$ cat config.mk
export PLATFORM = sky130hd
export DESIGN_NAME = systolic_batch_core
export DESIGN_NICKNAME = d
export VERILOG_FILES = /design/src/rtl/systolic_batch_core.sv
export SDC_FILE = /design/constraint.sdc
export NUM_CORES = 1
export LEC_CHECK = 0
export ABC_AREA = 1
export CAP_MARGIN = 20
export CORE_AREA = 2 2 268 270
export CTS_CLUSTER_SIZE = 8
export DETAILED_ROUTE_END_ITERATION = 10
export DIE_AREA = 0 0 270 272
export GPL_ROUTABILITY_DRIVEN = 0
export PLACE_DENSITY = 0.67
export SLEW_MARGIN = 20
export SYNTH_ARGS = -nofsm -noshare
export SYNTH_HDL_FRONTEND = slang
export SYNTH_SLANG_ARGS = --single-unit
$ cat constraint.sdc
create_clock -name clock_i -period 28.9 [get_ports clock_i]
set_clock_uncertainty 0.05 [all_clocks]
set_input_delay 4.335 -clock clock_i [delete_from_list [all_inputs] [get_ports clock_i]]
set_output_delay 4.335 -clock clock_i [all_outputs]
set_load 0.005 [all_outputs]
$ cat src/rtl/systolic_batch_core.sv
// Batched tile sequencer: per tile, issues weight/activation/output requests plus an array start,
// counts result beats, then waits for the writer to flush before responding. Each request channel stalls independently.
module systolic_batch_core #(
  parameter int ARRAY_DIM  = 8,
  parameter int ELEM_BYTES = 2,
  parameter int K_W        = 20,
  parameter int BATCH_W    = 8,
  parameter int ADDR_W     = 64,
  parameter int LEN_W      = 34
) (
  input  logic               clock_i,
  input  logic               reset_i,
  input  logic               cmd_valid_i,
  output logic               cmd_ready_o,
  input  logic [ADDR_W-1:0]  cmd_act_addr_i,
  input  logic [ADDR_W-1:0]  cmd_wgt_addr_i,
  input  logic [ADDR_W-1:0]  cmd_out_addr_i,
  input  logic [ADDR_W-1:0]  cmd_act_stride_i,
  input  logic [ADDR_W-1:0]  cmd_wgt_stride_i,
  input  logic [K_W-1:0]     cmd_inner_dimension_i,
  input  logic [BATCH_W-1:0] cmd_batch_count_i,
  output logic               resp_valid_o,
  input  logic               resp_ready_i,
  output logic               resp_error_o,
  output logic [BATCH_W-1:0] resp_tiles_o,
  output logic               weights_req_valid_o,
  input  logic               weights_req_ready_i,
  output logic [LEN_W-1:0]   weights_req_len_o,
  output logic [ADDR_W-1:0]  weights_req_addr_address_o,
  output logic               activations_req_valid_o,
  input  logic               activations_req_ready_i,
  output logic [LEN_W-1:0]   activations_req_len_o,
  output logic [ADDR_W-1:0]  activations_req_addr_address_o,
  output logic               vec_out_req_valid_o,
  input  logic               vec_out_req_ready_i,
  output logic [LEN_W-1:0]   vec_out_req_len_o,
  output logic [ADDR_W-1:0]  vec_out_req_addr_address_o,
  output logic               sa_start_valid_o,
  input  logic               sa_start_ready_i,
  output logic [K_W-1:0]     sa_inner_dimension_o,
  input  logic               out_beat_valid_i,
  input  logic               out_beat_ready_i,
  input  logic               write_isFlushed_i
);

  localparam logic [2:0] S_IDLE  = 3'd0;
  localparam logic [2:0] S_ISSUE = 3'd1;
  localparam logic [2:0] S_RUN   = 3'd2;
  localparam logic [2:0] S_FLUSH = 3'd3;
  localparam logic [2:0] S_RESP  = 3'd4;

  localparam int BEAT_W = $clog2(ARRAY_DIM + 2);
  localparam logic [BEAT_W-1:0] BEATS_PER_TILE = BEAT_W'(ARRAY_DIM);
  localparam logic [LEN_W-1:0]  OUT_LEN        = LEN_W'(ARRAY_DIM * ARRAY_DIM * ELEM_BYTES);
  localparam logic [LEN_W-1:0]  ROW_BYTES      = LEN_W'(ARRAY_DIM * ELEM_BYTES);

  logic [2:0]         state_q, state_d;
  logic               init_q;
  logic [3:0]         req_vld_q, req_vld_d;   // {sa_start, vec_out, activations, weights}
  logic [ADDR_W-1:0]  act_cur_q, act_cur_d, wgt_cur_q, wgt_cur_d, out_cur_q, out_cur_d;
  logic [ADDR_W-1:0]  act_stride_q, act_stride_d, wgt_stride_q, wgt_stride_d;
  logic [LEN_W-1:0]   io_len_q, io_len_d, out_len_q, out_len_d;
  logic [K_W-1:0]     k_q, k_d;
  logic [BATCH_W-1:0] batch_q, batch_d, t_q, t_d, done_q, done_d;
  logic               err_q, err_d;
  logic [BEAT_W-1:0]  beat_q, beat_d, beat_sum;
  logic [3:0]         req_rdy;
  logic               beat_fire, last_tile;

  assign req_rdy   = {sa_start_ready_i, vec_out_req_ready_i, activations_req_ready_i, weights_req_ready_i};
  assign beat_fire = out_beat_valid_i && out_beat_ready_i;
  assign beat_sum  = beat_q + {{(BEAT_W-1){1'b0}}, beat_fire};
  assign last_tile = !(((BATCH_W+1)'(t_q) + (BATCH_W+1)'(1)) < (BATCH_W+1)'(batch_q));

  always_comb begin
    state_d      = state_q;
    req_vld_d    = req_vld_q;
    act_cur_d    = act_cur_q;
    wgt_cur_d    = wgt_cur_q;
    out_cur_d    = out_cur_q;
    act_stride_d = act_stride_q;
    wgt_stride_d = wgt_stride_q;
    io_len_d     = io_len_q;
    out_len_d    = out_len_q;
    k_d          = k_q;
    batch_d      = batch_q;
    t_d          = t_q;
    done_d       = done_q;
    err_d        = err_q;
    beat_d       = beat_q;
    case (state_q)
      S_IDLE: begin
        if (cmd_valid_i && init_q) begin
          act_cur_d    = cmd_act_addr_i;
          wgt_cur_d    = cmd_wgt_addr_i;
          out_cur_d    = cmd_out_addr_i;
          act_stride_d = cmd_act_stride_i;
          wgt_stride_d = cmd_wgt_stride_i;
          k_d          = cmd_inner_dimension_i;
          batch_d      = cmd_batch_count_i;
          io_len_d     = LEN_W'(cmd_inner_dimension_i) * ROW_BYTES;
          out_len_d    = OUT_LEN;
          t_d          = '0;
          done_d       = '0;
          beat_d       = '0;
          if (cmd_inner_dimension_i == '0 || cmd_batch_count_i == '0) begin
            err_d   = 1'b1;
            state_d = S_RESP;
          end else begin
            err_d     = 1'b0;
            req_vld_d = 4'b1111;
            state_d   = S_ISSUE;
          end
        end
      end
      S_ISSUE: begin
        req_vld_d = req_vld_q & ~req_rdy;
        // Early beats belong to this tile; saturate so completion is judged in RUN.
        if (beat_fire && beat_q != BEATS_PER_TILE) beat_d = beat_sum;
        if (req_vld_d == 4'b0000) state_d = S_RUN;
      end
      S_RUN: begin
        if (beat_sum >= BEATS_PER_TILE) begin
          done_d = done_q + BATCH_W'(1);
          beat_d = '0;
          if (last_tile) begin
            state_d = S_FLUSH;
          end else begin
            t_d       = t_q + BATCH_W'(1);
            act_cur_d = act_cur_q + act_stride_q;
            wgt_cur_d = wgt_cur_q + wgt_stride_q;
            out_cur_d = out_cur_q + ADDR_W'(out_len_q);
            req_vld_d = 4'b1111;
            state_d   = S_ISSUE;
          end
        end else begin
          beat_d = beat_sum;
        end
      end
      S_FLUSH: if (write_isFlushed_i) state_d = S_RESP;
      S_RESP:  if (resp_ready_i) state_d = S_IDLE;
      default: state_d = S_IDLE;
    endcase
  end

  always_ff @(posedge clock_i or posedge reset_i) begin
    if (reset_i) begin
      state_q      <= S_IDLE;
      init_q       <= 1'b0;
      req_vld_q    <= '0;
      act_cur_q    <= '0;
      wgt_cur_q    <= '0;
      out_cur_q    <= '0;
      act_stride_q <= '0;
      wgt_stride_q <= '0;
      io_len_q     <= '0;
      out_len_q    <= '0;
      k_q          <= '0;
      batch_q      <= '0;
      t_q          <= '0;
      done_q       <= '0;
      err_q        <= 1'b0;
      beat_q       <= '0;
    end else begin
      state_q      <= state_d;
      init_q       <= 1'b1;
      req_vld_q    <= req_vld_d;
      act_cur_q    <= act_cur_d;
      wgt_cur_q    <= wgt_cur_d;
      out_cur_q    <= out_cur_d;
      act_stride_q <= act_stride_d;
      wgt_stride_q <= wgt_stride_d;
      io_len_q     <= io_len_d;
      out_len_q    <= out_len_d;
      k_q          <= k_d;
      batch_q      <= batch_d;
      t_q          <= t_d;
      done_q       <= done_d;
      err_q        <= err_d;
      beat_q       <= beat_d;
    end
  end

  assign cmd_ready_o                    = (state_q == S_IDLE) && init_q;
  assign resp_valid_o                   = (state_q == S_RESP);
  assign resp_error_o                   = err_q;
  assign resp_tiles_o                   = done_q;
  assign weights_req_valid_o            = req_vld_q[0];
  assign weights_req_len_o              = io_len_q;
  assign weights_req_addr_address_o     = wgt_cur_q;
  assign activations_req_valid_o        = req_vld_q[1];
  assign activations_req_len_o          = io_len_q;
  assign activations_req_addr_address_o = act_cur_q;
  assign vec_out_req_valid_o            = req_vld_q[2];
  assign vec_out_req_len_o              = out_len_q;
  assign vec_out_req_addr_address_o     = out_cur_q;
  assign sa_start_valid_o               = req_vld_q[3];
  assign sa_inner_dimension_o           = k_q;

endmodule

==> results.sh <==
export IMPL_finalCritPeriodShare_pct=24.0
export IMPL_cell_type_contributing_the_most_total_cell_area_after_synthesis="dfrtp_1"
export IMPL_maxClockFrequency_mhz=144
export IMPL_timing_critical_path_from_type="input port"
export IMPL_synth_mux_area_share_pct=0.131
export IMPL_detail_route_antenna_nets=0
export IMPL_synth_adder_area_share_pct=5.83
export IMPL_grt_max_degree=209
export IMPL_synth_top_cell_area_share_pct=31.0
export IMPL_post_drt_via_cell_ratio=5.02
export IMPL_cts_buffer_depth=3
export IMPL_grt_total_usage_pct=30.6
export IMPL_finalPower_mw=4.40
export IMPL_ys_top_cells_by_count="nand2_1, inv_1, dfrtp_1"
export IMPL_leakage_nw=21.3
export IMPL_post_cts_resize_count=0
export IMPL_avgRoutedWirePerCell_um=17.6
export IMPL_yosys_top_cells_area="dfrtp_1, nand2_1, inv_1"
export IMPL_area_share_of_and_or_nand_nor_cells_after_synthesis_pct=42.2
export IMPL_final_setup_tns_ps=0
export IMPL_setup_reg_to_reg_worst_slack_ps=24830
export IMPL_timing_hold_violations_final=0
export IMPL_r2r_cells=15
export IMPL_finalSetupViolations=0
export IMPL_worst_pin_slew_ps=1080
export IMPL_floorplan_initialDensity_pct=43.1
export IMPL_synth_area_per_cell_um2=5.98
export IMPL_grt_pass1_vias=30800
export IMPL_synthMostInstantiatedCell="nand2_1"
export IMPL_ys_warn_count=0
export IMPL_post_cts_setup_buffer_count=0
export IMPL_compound_gate_portion_of_the_synthesized_area_pct=5.80
export IMPL_synth_ff_latch_count=378
export IMPL_worstSetupPathType="input port to flip-flop"
export IMPL_async_reset_ff_share_pct=100
export IMPL_min_delay_path_class="flip-flop to flip-flop"
export IMPL_antenna_found_initial=12
export IMPL_status="complete, no violations"
export IMPL_boundaryPins=688
export IMPL_die_h_um=272
export IMPL_gr_total_overflow=0
export IMPL_post_route_wl_mm=116
export IMPL_cap_viol_max_count=0
export IMPL_cp_end_kind="flip-flop"
export IMPL_grt_setup_unrepaired="false"
export IMPL_synth_edff_count=0
export IMPL_post_synth_instance_area_mm2=0.0305
export IMPL_place_port_buffers=626
export IMPL_cts_htree_levels=2
export IMPL_yosys_area_share_xor_xnor_pct=1.72
export IMPL_ys_dominant_reg_cell="dfrtp_1"
export IMPL_final_max_slew_violation_count=0
export IMPL_clock_sinks=378
export IMPL_numCtsBuffers=54
export IMPL_clkSlewWorstSetupHoldPaths_ps=50
export IMPL_grt_pass1_wl_mm=177
export IMPL_synth_distinct_cells=40
export IMPL_via_count=33100
export IMPL_core_rowCount=98
export IMPL_synthCells=5099
export IMPL_drt_iter0_drc=2985
export IMPL_net_total_in_the_final_layout=6134
export IMPL_critPathRequiredTime_ps=29320
export IMPL_final_core_util_pct=54.5
export IMPL_detailedPlacementHpwl_mm=90.3
export IMPL_cts_root_buf="clkbuf_16"
export IMPL_die_area_mm2=0.0734
export IMPL_synth_yosys_seq_area_share_pct=31.0
export IMPL_cts_hold_buffers=0
export IMPL_period_minus_slack_ps=6940
export IMPL_power_density_mw_per_mm2=114
export IMPL_drive_above_1_share_pct=2.52
export IMPL_hold_path_cell_cnt=2
export IMPL_route_detailed_drc=0
export IMPL_die_w_um=270
export IMPL_max_fo_critical_path=117
export IMPL_max_ir_drop_vdd_mv=0.0851
export IMPL_critPathArrivalTime_ps=7360
export IMPL_clock_tree_from_tritoncts="done"
export IMPL_dominant_combinational_cell_family_by_area_after_synthesis="simple AND/OR/NAND/NOR gates"
export IMPL_drt_first_pass_iters=6
export IMPL_timing_max_slew_rel_slack_pct=27.8
export IMPL_fp_coreArea_mm2=0.0708
export IMPL_layout_area_overhead_vs_synth_pct=26.4
export IMPL_clk_latency_ps=620
-- state kept, by name, summed over array words and instances, names as in the netlist --
register	count
vec_out_req_len_o	1
weights_req_addr_address_o	64
activations_req_len_o	20
resp_tiles_o	8
vec_out_req_addr_address_o	64
wgt_stride_q	64
resp_error_o	1
t_q	8
init_q	1
beat_q	4
batch_q	8
req_vld_q	4
activations_req_addr_address_o	64
state_q	3
act_stride_q	64
-- layout make-up --
type | instances | area [um2]
tap | 950 | 1190
multi-input combinational | 3820 | 17200
fill | 7176 | 32200
antenna | 10 | 25.0
sequential | 378 | 9460
clock inverter | 5 | 66.3
inverter | 742 | 2800
clock buffer | 60 | 1390
timing repair buffer | 638 | 6390
-- per-layer routing --
layer	vias up	share of wire, %	global-route usage, %
met5	-	0.020	0
met2	1205	47	51.1
met4	4	3.9	12.4
met3	215	6.7	4.68
met1	15200	42	39.8
li1	16500	-	-
-- critical path, stage by stage --
cell and delay [ps]:
clkdlybuf4s50_1 450, nand2_1 50, inv_1 70, ha_1 170, nand3_1 90, xor2_1 180
nand2_1 100, nand2_1 190, nor2_4 110, nand2_8 580, buf_4 740, o21ai_0 160
-- cell usage in the layout (no fill, tap or decap), types with 8 or more instances in the layout --
| cell | Yosys | final |
|---|---|---|
| a21boi_0 | 8 | 8 |
| a21oi_1 | 139 | 139 |
| buf_4 | 107 | 9 |
| clkbuf_16 | 0 | 54 |
| clkdlybuf4s50_1 | 0 | 626 |
| conb_1 | 2 | 62 |
| dfrtp_1 | 378 | 378 |
| diode_2 | 0 | 10 |
| ha_1 | 139 | 139 |
| inv_1 | 737 | 735 |
| nand2_1 | 2444 | 2444 |
| nand3_1 | 263 | 263 |
| nand3b_1 | 19 | 19 |
| nand4_1 | 52 | 52 |
| nor2_1 | 322 | 320 |
| nor3_1 | 43 | 43 |
| nor4_1 | 9 | 9 |
| o21ai_0 | 171 | 171 |
| o21bai_1 | 8 | 8 |
| or2_2 | 48 | 48 |
| xnor2_1 | 21 | 21 |
| xor2_1 | 39 | 39 |
-- metrics by stage --
stage	cell area (um2)	hold slack, ps	worst slack, ps	instances
global route	38600	443	21710	6600
floorplan	30700	392	14010	5159
finish	38600	425	21960	6603
detailed placement	37100	412	21370	6528
global placement	37100	405	21460	6528
CTS	38500	425	22020	6593
-- report_power, final --
group          switching [mW]  internal [mW]
combinational            1.74           1.04
clock                   0.247          0.336
sequential              0.266          0.777
total                    2.25           2.15
-- final timing paths --
path	startpoint	to
min in group asynchronous	reset_i	vec_out_req_addr_address_o[39]
min	act_stride_q[36]	act_stride_q[36]
max in group asynchronous	reset_i	wgt_stride_q[36]
max	out_beat_valid_i	weights_req_addr_address_o[14]
min reg2reg	act_stride_q[36]	act_stride_q[36]
max reg2reg	t_q[0]	weights_req_addr_address_o[14]
-- logic make-up after synthesis --
kind of cell             count (synthesis)
AND/OR/NAND/NOR                       3215
AO/OA/AOI/OAI                          338
XOR/XNOR                                60
multiplexers                             4
flip-flops                             378
adder cells (fa/ha/maj)                141
buffers and inverters                  961
other                                    2
Power figures use the tool's default switching activity.
